$ cat config.mk
export PLATFORM = sky130hd
export DESIGN_NAME = seq_fixed_divider
export DESIGN_NICKNAME = d
export VERILOG_FILES = /design/src/rtl/seq_fixed_divider.sv
export SDC_FILE = /design/constraint.sdc
export NUM_CORES = 1
export LEC_CHECK = 0
export CORE_UTILIZATION = 35
export CTS_BUF_LIST = sky130_fd_sc_hd__clkbuf_8
export DETAILED_ROUTE_END_ITERATION = 12
export PLACE_DENSITY_LB_ADDON = 0.2
export SLEW_MARGIN = 20
export SYNTH_ARGS = -nofsm -noshare
export SYNTH_HDL_FRONTEND = slang
export SYNTH_SLANG_ARGS = --single-unit
$ cat constraint.sdc
create_clock -name clk -period 5.9 [get_ports clk]
set_input_delay 0.885 -clock clk [delete_from_list [all_inputs] [get_ports clk]]
set_output_delay 0.885 -clock clk [all_outputs]
set_load 0.02 [all_outputs]
$ cat src/rtl/seq_fixed_divider.sv
// seq_fixed_divider
//   Iterative fixed-point divider: quotient = (A << FRAC_BITS) / B, computed by
//   radix-2 restoring long division, one quotient bit per clock.
//   Signed or unsigned operation is selected per operation. The block also
//   provides a true remainder, divide-by-zero and overflow flags, and a
//   valid/ready result handshake.
//
// Ports
//   clk, rst_n      clock, synchronous active-low reset
//   start/in_ready  operand handshake; A, B and signed_mode are sampled with start
//   out_valid/out_ready  result handshake; results are held until accepted
//   quotient        WIDTH+FRAC_BITS bits, binary point at bit FRAC_BITS
//   remainder       WIDTH bits; A*2^FRAC_BITS = quotient*B + remainder
//   dz, ovf         divide-by-zero and signed-overflow flags, valid with out_valid
module seq_fixed_divider #(
    parameter int WIDTH     = 32,
    parameter int FRAC_BITS = 32
) (
    input  logic                         clk,
    input  logic                         rst_n,
    input  logic                         start,
    output logic                         in_ready,
    input  logic                         signed_mode,
    input  logic [WIDTH-1:0]             A,
    input  logic [WIDTH-1:0]             B,
    output logic                         out_valid,
    input  logic                         out_ready,
    output logic [WIDTH+FRAC_BITS-1:0]   quotient,
    output logic [WIDTH-1:0]             remainder,
    output logic                         dz,
    output logic                         ovf
);

    localparam int N  = WIDTH + FRAC_BITS;
    localparam int CW = (N > 1) ? $clog2(N) : 1;

    typedef enum logic [1:0] {IDLE, CALC, FIX, DONE} state_t;

    state_t state, state_nxt;

    logic             smode;     // latched signed_mode
    logic             qsign;     // result sign sA^sB
    logic             rsign;     // remainder follows the dividend sign
    logic [N-1:0]     dvd;       // dividend bits still to shift in, MSB first
    logic [WIDTH-1:0] b_mag;
    logic [WIDTH:0]   prem;      // partial remainder
    logic [N-1:0]     quo;       // quotient magnitude
    logic [CW-1:0]    cnt;

    // Operand magnitudes at acceptance. Negating -2^(WIDTH-1) yields the
    // same bit pattern, which is the correct unsigned magnitude.
    logic             a_neg, b_neg;
    logic [WIDTH-1:0] a_mag_in, b_mag_in;

    always_comb begin
        a_neg    = signed_mode & A[WIDTH-1];
        b_neg    = signed_mode & B[WIDTH-1];
        a_mag_in = a_neg ? (~A + 1'b1) : A;
        b_mag_in = b_neg ? (~B + 1'b1) : B;
    end

    // One restoring step: shift the next dividend bit in, trial-subtract |B|.
    // The restored remainder is always below |B|, so its low WIDTH bits hold it.
    logic [WIDTH:0]   shifted;
    logic [WIDTH+1:0] diff;
    logic             borrow;

    always_comb begin
        shifted = {prem[WIDTH-1:0], dvd[N-1]};
        diff    = {1'b0, shifted} - {2'b00, b_mag};
        borrow  = diff[WIDTH+1];
    end

    // Sign application and overflow detection for the FIX state. A positive
    // signed result whose magnitude reaches bit N-1 cannot be represented;
    // this happens only for -2^(WIDTH-1) / -1.
    logic [N-1:0]     quo_signed;
    logic [WIDTH-1:0] rem_signed;
    logic             ovf_det;

    always_comb begin
        quo_signed = qsign ? (~quo + 1'b1) : quo;
        rem_signed = rsign ? (~prem[WIDTH-1:0] + 1'b1) : prem[WIDTH-1:0];
        ovf_det    = smode & ~qsign & quo[N-1];
    end

    // State register
    always_ff @(posedge clk) begin
        if (!rst_n) state <= IDLE;
        else        state <= state_nxt;
    end

    // Next state
    always_comb begin
        state_nxt = state;
        case (state)
            IDLE: if (start) state_nxt = (B == '0) ? DONE : CALC;
            CALC: if (cnt == '0) state_nxt = FIX;
            FIX:  state_nxt = DONE;
            DONE: if (out_ready) state_nxt = IDLE;
            default: state_nxt = IDLE;
        endcase
    end

    assign in_ready  = (state == IDLE);
    assign out_valid = (state == DONE);

    // Datapath
    always_ff @(posedge clk) begin
        if (!rst_n) begin
            smode     <= 1'b0;
            qsign     <= 1'b0;
            rsign     <= 1'b0;
            dvd       <= '0;
            b_mag     <= '0;
            prem      <= '0;
            quo       <= '0;
            cnt       <= '0;
            quotient  <= '0;
            remainder <= '0;
            dz        <= 1'b0;
            ovf       <= 1'b0;
        end else begin
            case (state)
                IDLE: begin
                    if (start) begin
                        smode <= signed_mode;
                        qsign <= signed_mode & (A[WIDTH-1] ^ B[WIDTH-1]);
                        rsign <= a_neg;
                        dvd   <= N'(a_mag_in) << FRAC_BITS;
                        b_mag <= b_mag_in;
                        prem  <= '0;
                        quo   <= '0;
                        cnt   <= CW'(N - 1);
                        ovf   <= 1'b0;
                        if (B == '0) begin
                            dz        <= 1'b1;
                            quotient  <= '1;
                            remainder <= A;
                        end else begin
                            dz <= 1'b0;
                        end
                    end
                end
                CALC: begin
                    prem <= borrow ? shifted : diff[WIDTH:0];
                    quo  <= {quo[N-2:0], ~borrow};
                    dvd  <= dvd << 1;
                    cnt  <= cnt - 1'b1;
                end
                FIX: begin
                    if (ovf_det) begin
                        ovf       <= 1'b1;
                        quotient  <= {1'b0, {(N-1){1'b1}}};
                        remainder <= '0;
                    end else begin
                        quotient  <= quo_signed;
                        remainder <= rem_signed;
                    end
                end
                default: ;  // DONE holds results until accepted
            endcase
        end
    end

endmodule
==> parameters.txt <==
Parameter                              Value

Floorplan
  Core area    43400 um2
  Vertical extent of the die    213 um
  Boundary Pins    169
  Initial standard-cell utilization of the core    35.8%
  Die outline width    213 um
  Rows    76
  Die area    45200 um2

Timing
  Number of endpoints with negative hold slack in the final report    0
  Count of final setup violators    0
  Number of pins exceeding their max-slew limit in the final report    0
  Tightest Pin Transition    1040 ps
  Headroom to the max-slew limit    30.4%
  Portion of the clock cycle consumed by the worst path in the final layout    77.0%
  Highest achievable clock rate    0.220 GHz
  Setup repair after global routing missed its margin    no
  Final worst hold slack    462 ps
  Final total negative setup slack    0 ps
  Min Tclk post-route    4540 ps
  Post-Route Skew    13.3 ps

GRT
  Overall track demand over capacity in global routing    19.1%
  Number of global-route vias before repair    12900
  Global route overflow    0
  First-pass GRT wire length    69300 um
  Maximum number of pins on one net before global-route repair    108
  Antenna violations before repair    0

Pwr
  Switching power as a share of total power    38.8%
  P_int    3.96 mW
  Sequential Power Share    35.6%
  Logic gate share of total power    37.2%
  Standby leakage power    7.95 nW
  Cell Pwr Density    350 nW/um2
  Switching component of the power    2.52 mW
  Overall power of the completed layout    6.48 mW
  IR drop worst, VDD    0.252 mV
  Clk pwr share    27.2%

Placed design
  Gpl congestion    0.855
  Final HPWL DP    30200 um
  Count of buffers inserted at the top-level ports    168
  Placed cell count    2493

CTS
  Number of buffers created by CTS    48
  Clock insertion delay at the later pin of the skew report    620 ps
  CTS H-Tree Depth    2
  Total setup buffers inserted after CTS    0
  CTS Root Buffer Type    clkbuf_8
  CTS resizes    0
  # clock sinks    269
  Post-CTS Hold Buffers    0
  TritonCTS clock tree    done
  Clock Pin Slew Worst Setup and Hold Paths    60 ps
  Bufs on Longest Clock Path    3

Detailed routing
  WL per Instance    17.0 um
  WL final    43700 um
  Drt via density    5.36
  Vias post-DR    13800
  Router iterations before antenna repair    5
  Number of violations reported at the end of detailed-routing iteration 0    878
  Post-route DRC violation count    0
  Antenna Nets Post-Route    0

Synthesis
  Unique cell type count in the Yosys netlist    76
  Dominant synthesized flop cell    dfxtp_1
  Synthesized area    15500 um2
  Xor/xnor cell area share of the yosys netlist    9.66%
  Fraction of synthesized area in multiplexers    1.89%
  Complex-gate fraction of the synthesized area    27.7%
  Yosys reg bits    269
  Cells after synthesis    1859
  Warnings from Yosys    0
  Dominant combinational cell family by area after synthesis    compound AO/OA/AOI/OAI gates
  Async SR Flop Fraction    0%
  Simple-Gate Fraction of Synth Area    17.2%
  Synthesized-area fraction occupied by adder cells    3.52%
  Mapped Nets    1971
  Synthesized area per cell    8.34 um2
  Share of the yosys chip area belonging to registers    34.7%
  Number of flops mapped to enable cells by yosys    0

Outcome
  Outcome    finished clean

Finish
  Final Net Count    2070
  Multi-input combinational cell area    9350 um2
  Most used cells in the layout excluding fill and tap cells    dfxtp_1 (268), nand2_1 (214), o21ai_0 (172)
  Sequential cell area    5390 um2
  Number of cells in the finished layout apart from fillers    2577
  Layout overhead on the synthesized area    19.4%
  Most common cell after layout, fill and taps aside    dfxtp_1
  Fill cell instance count of the final layout    4391
  Antenna cells    0
  Final Util    42.7%
  Ratio of cells with drive above 1 in the final layout    5.97%

Critical path
  Category of the worst setup path launch point    primary input
  Nature of the critical path endpoint    flop
  Start-to-end type of the worst setup path    in -> reg
  Required time of the critical path    6410 ps
  Peak fanout along the critical path    84
  CP Data Arrival Time    5060 ps

Run
  Number of maximum-capacitance constraint violations    0

Min path
  Worst hold path class    reg -> reg
[sequential cells by signal, indices dropped and copies added (netlist names)]
register	count
ovf	1
quo	64
rsign	1
dvd	32
cnt	6
quotient	64
remainder	32
state	2
qsign	1
dz	1
smode	1
b_mag	32
prem	32
[Yosys cell counts (all sizes together) (10+ instances only)]
cell type	number	area share, %
nor2	53	1.3
nand3	38	1.2
or4	23	1.1
mux2i	27	1.7
inv	76	1.8
dfxtp	269	35
nor2b	78	3.1
o31ai	42	2.0
nand2	215	5.2
buf	36	1.1
xnor2	60	3.4
o21ai	174	5.6
clkbuf	97	2.3
o211ai	10	0.48
or3	19	0.83
a21boi	28	1.4
xor2	111	6.3
ha	42	3.4
and2	14	0.56
nor3	21	0.68
o41ai	22	1.5
nor4	19	1.0
o211a	84	5.4
o221ai	22	1.2
a21oi	69	2.2
a31oi	48	1.9
a22oi	63	3.0
[cells by family (layout without fill, tap and decap cells)]
group / count (synthesis) / in the layout
buf+inv: 209 / 342
fa+ha+maj: 43 / 43
compound gates: 615 / 615
mux: 29 / 29
xor+xnor: 171 / 171
simple gates: 523 / 523
flops: 269 / 269
[metal layers]
metal	track usage, %	vias to the layer above	share of wire [%]
met2	29.2	311	44
met5	0	-	0
li1	-	6927	-
met3	3.72	57	5.2
met4	5.46	0	2.1
met1	27.0	6511	49
[per-stage QoR]
| step | setup WS (ps) | instance area [um2] |
|---|---|---|
| after global placement | 1050 | 17600 |
| after CTS | 1560 | 18500 |
| after detailed placement | 864 | 17600 |
| after floorplan | 2500 | 15500 |
| final | 1360 | 18500 |
| after global routing | 1200 | 18500 |
[area by class of cell]
type,count,share of cell area (%)
sequential,269,29.1
multi-input combinational,1381,50.5
clock inverter,24,0.730
timing repair buffer,182,9.79
inverter,76,1.54
clock buffer,60,4.46
tap,585,3.95
[critical path: stages]
cell and delay (ps):
clkdlybuf4s50_1 470, inv_1 90, ha_1 170, or3b_2 490
nor4_2 430, nand2_1 170, nor3_1 200, nand2_1 80
nor3_1 810, a22o_4 540, buf_12 350, o2111ai_1 160
o211a_1 170
[power by group through the flow]
stage	sequential (mW)	clock, mW	combinational (mW)
3_3_place_gp	2.34	0	2.38
4_1_cts	2.31	1.82	2.42
5_1_grt	2.34	1.90	2.67
3_5_place_dp	2.34	0	2.41
6_report	2.31	1.76	2.41
2_1_floorplan	2.44	0	1.51
[path summary, 6_finish.rpt]
check | slack, ps | end | from | depth (start not counted)
worst min-delay path | 460 | b_mag[31] | b_mag[31] | 2
worst min register to register | 460 | b_mag[31] | b_mag[31] | 2
worst max register to register | 1720 | prem[21] | prem[5] | 11
worst max-delay path | 1360 | quotient[1] | B[0] | 13
(Power assumes the default switching activity.)
==> patch: new RTL, same flow settings <==
Encoding of `state_t`: now Gray code (2 bits for 4 states).
--- a/src/rtl/seq_fixed_divider.sv
+++ b/src/rtl/seq_fixed_divider.sv
@@ -34,7 +34,7 @@
     localparam int N  = WIDTH + FRAC_BITS;
     localparam int CW = (N > 1) ? $clog2(N) : 1;
 
-    typedef enum logic [1:0] {IDLE, CALC, FIX, DONE} state_t;
+    typedef enum logic [1:0] {IDLE = 2'b00, CALC = 2'b01, FIX = 2'b11, DONE = 2'b10} state_t;
 
     state_t state, state_nxt;
 
Check against the original RTL: no difference found for any inputs over 4 cycles, from zero or initial values and one cycle with rst_n low; so few cycles prove little.
==> patch against the original RTL <==
Clock skew increased by 0.013 ns. Via count increased by 0.90%. Sequential share of layout area increased by 0.87 points. Synthesized area decreased by 3.9%. Sequential cell count unchanged. Worst setup slack improved by 0.69 ns. Global-route usage increased by 1.1 points. Design area decreased by 2.9%. Wire length increased by 2.5%. First-iteration DRC count decreased by 9.1%. Critical path type unchanged.
Power is not compared: it rests on default switching activity, and its combinational part moved more than twofold at a synthesized area within 25%.
==> patch: results <==
metrics = {
    "finish": {
        "multi_input_area_share": 0.4883,
        "signal_buffers": 190,
        "drive_above_1_share": 0.06034,
        "layout.nets": 2125,
        "num-clock-buffers": 64,
        "fillers": 4299,
    },
    "worst_setup_path": {
        "ff2ff_path_depth": 13,
        "critPathArrivalTime_ns": 4.37,
        "startpoint": "B[9]",
        "max_stage_delay_ns": 0.59,
        "timing.rr.start": "dvd[63]$_SDFFE_PN0P_",
        "r2r-end": "prem[20]$_SDFFE_PN0P_",
    },
    "status": {
        "status": "complete, no violations",
    },
    "global_route": {
        "use_met3": 0.03336,
        "grt_pass1_wl_mm": 71.56,
        "grt_pass1_vias": 13470,
        "use_met2": 0.3532,
        "grt_start_max_net_pins": 88,
        "grt.total_usage": 0.2021,
    },
    "detailed_routing": {
        "viasPerCell": 5.368,
        "wl_met1_mm": 19.99,
    },
    "hold_path": {
        "min_to": "b_mag[20]$_SDFFE_PN0P_",
    },
    "sta": {
        "max-slew-margin-rel": 0.3265,
        "skew_ns": 0.02648,
    },
    "logic_synthesis": {
        "synth.mux.area_fraction": 0.008227,
        "ys_seq_area_frac": 0.3613,
        "synth_xor_xnor_area_share": 0.1040,
        "synth_compound_area_frac": 0.2611,
    },
}
## patch: changes by cell type after synthesis, sizes merged, moves of 34 or more
cell and change:
nor2b -70, a31oi -41, a21oi +183, o211a -83, nand3 +55, xnor2 +34, nor2 +56
## patch: worst reg2reg max path: cells and delay by family (launching register included)
family	cells	cell delay [ns]
compound gates	8	2.01
fa+ha+maj	2	0.59
xor+xnor	1	0.22
buf+inv	2	0.15
flops	1	0.38
## patch: power groups by stage
stage	registers, uW	logic (uW)	clock network, uW
floorplan	1970	409	0
global placement	1970	624	0
detailed placement	1970	628	0
CTS	1930	631	1920
global route	1940	695	2000
finish	1930	629	1860
## patch: metrics by stage
stage	util	worst slack (ns)	hold slack (ns)	instance area, um2	cells
after global routing	0.4286	1.867	0.4764	17980	2594
final	0.4287	2.048	0.4499	17980	2595
after global placement	0.4036	1.547	0.4470	16930	2506
after detailed placement	0.4036	1.429	0.4471	16930	2506
after CTS	0.4285	2.111	0.4534	17970	2594
after floorplan	-	2.446	0.4317	14900	1911
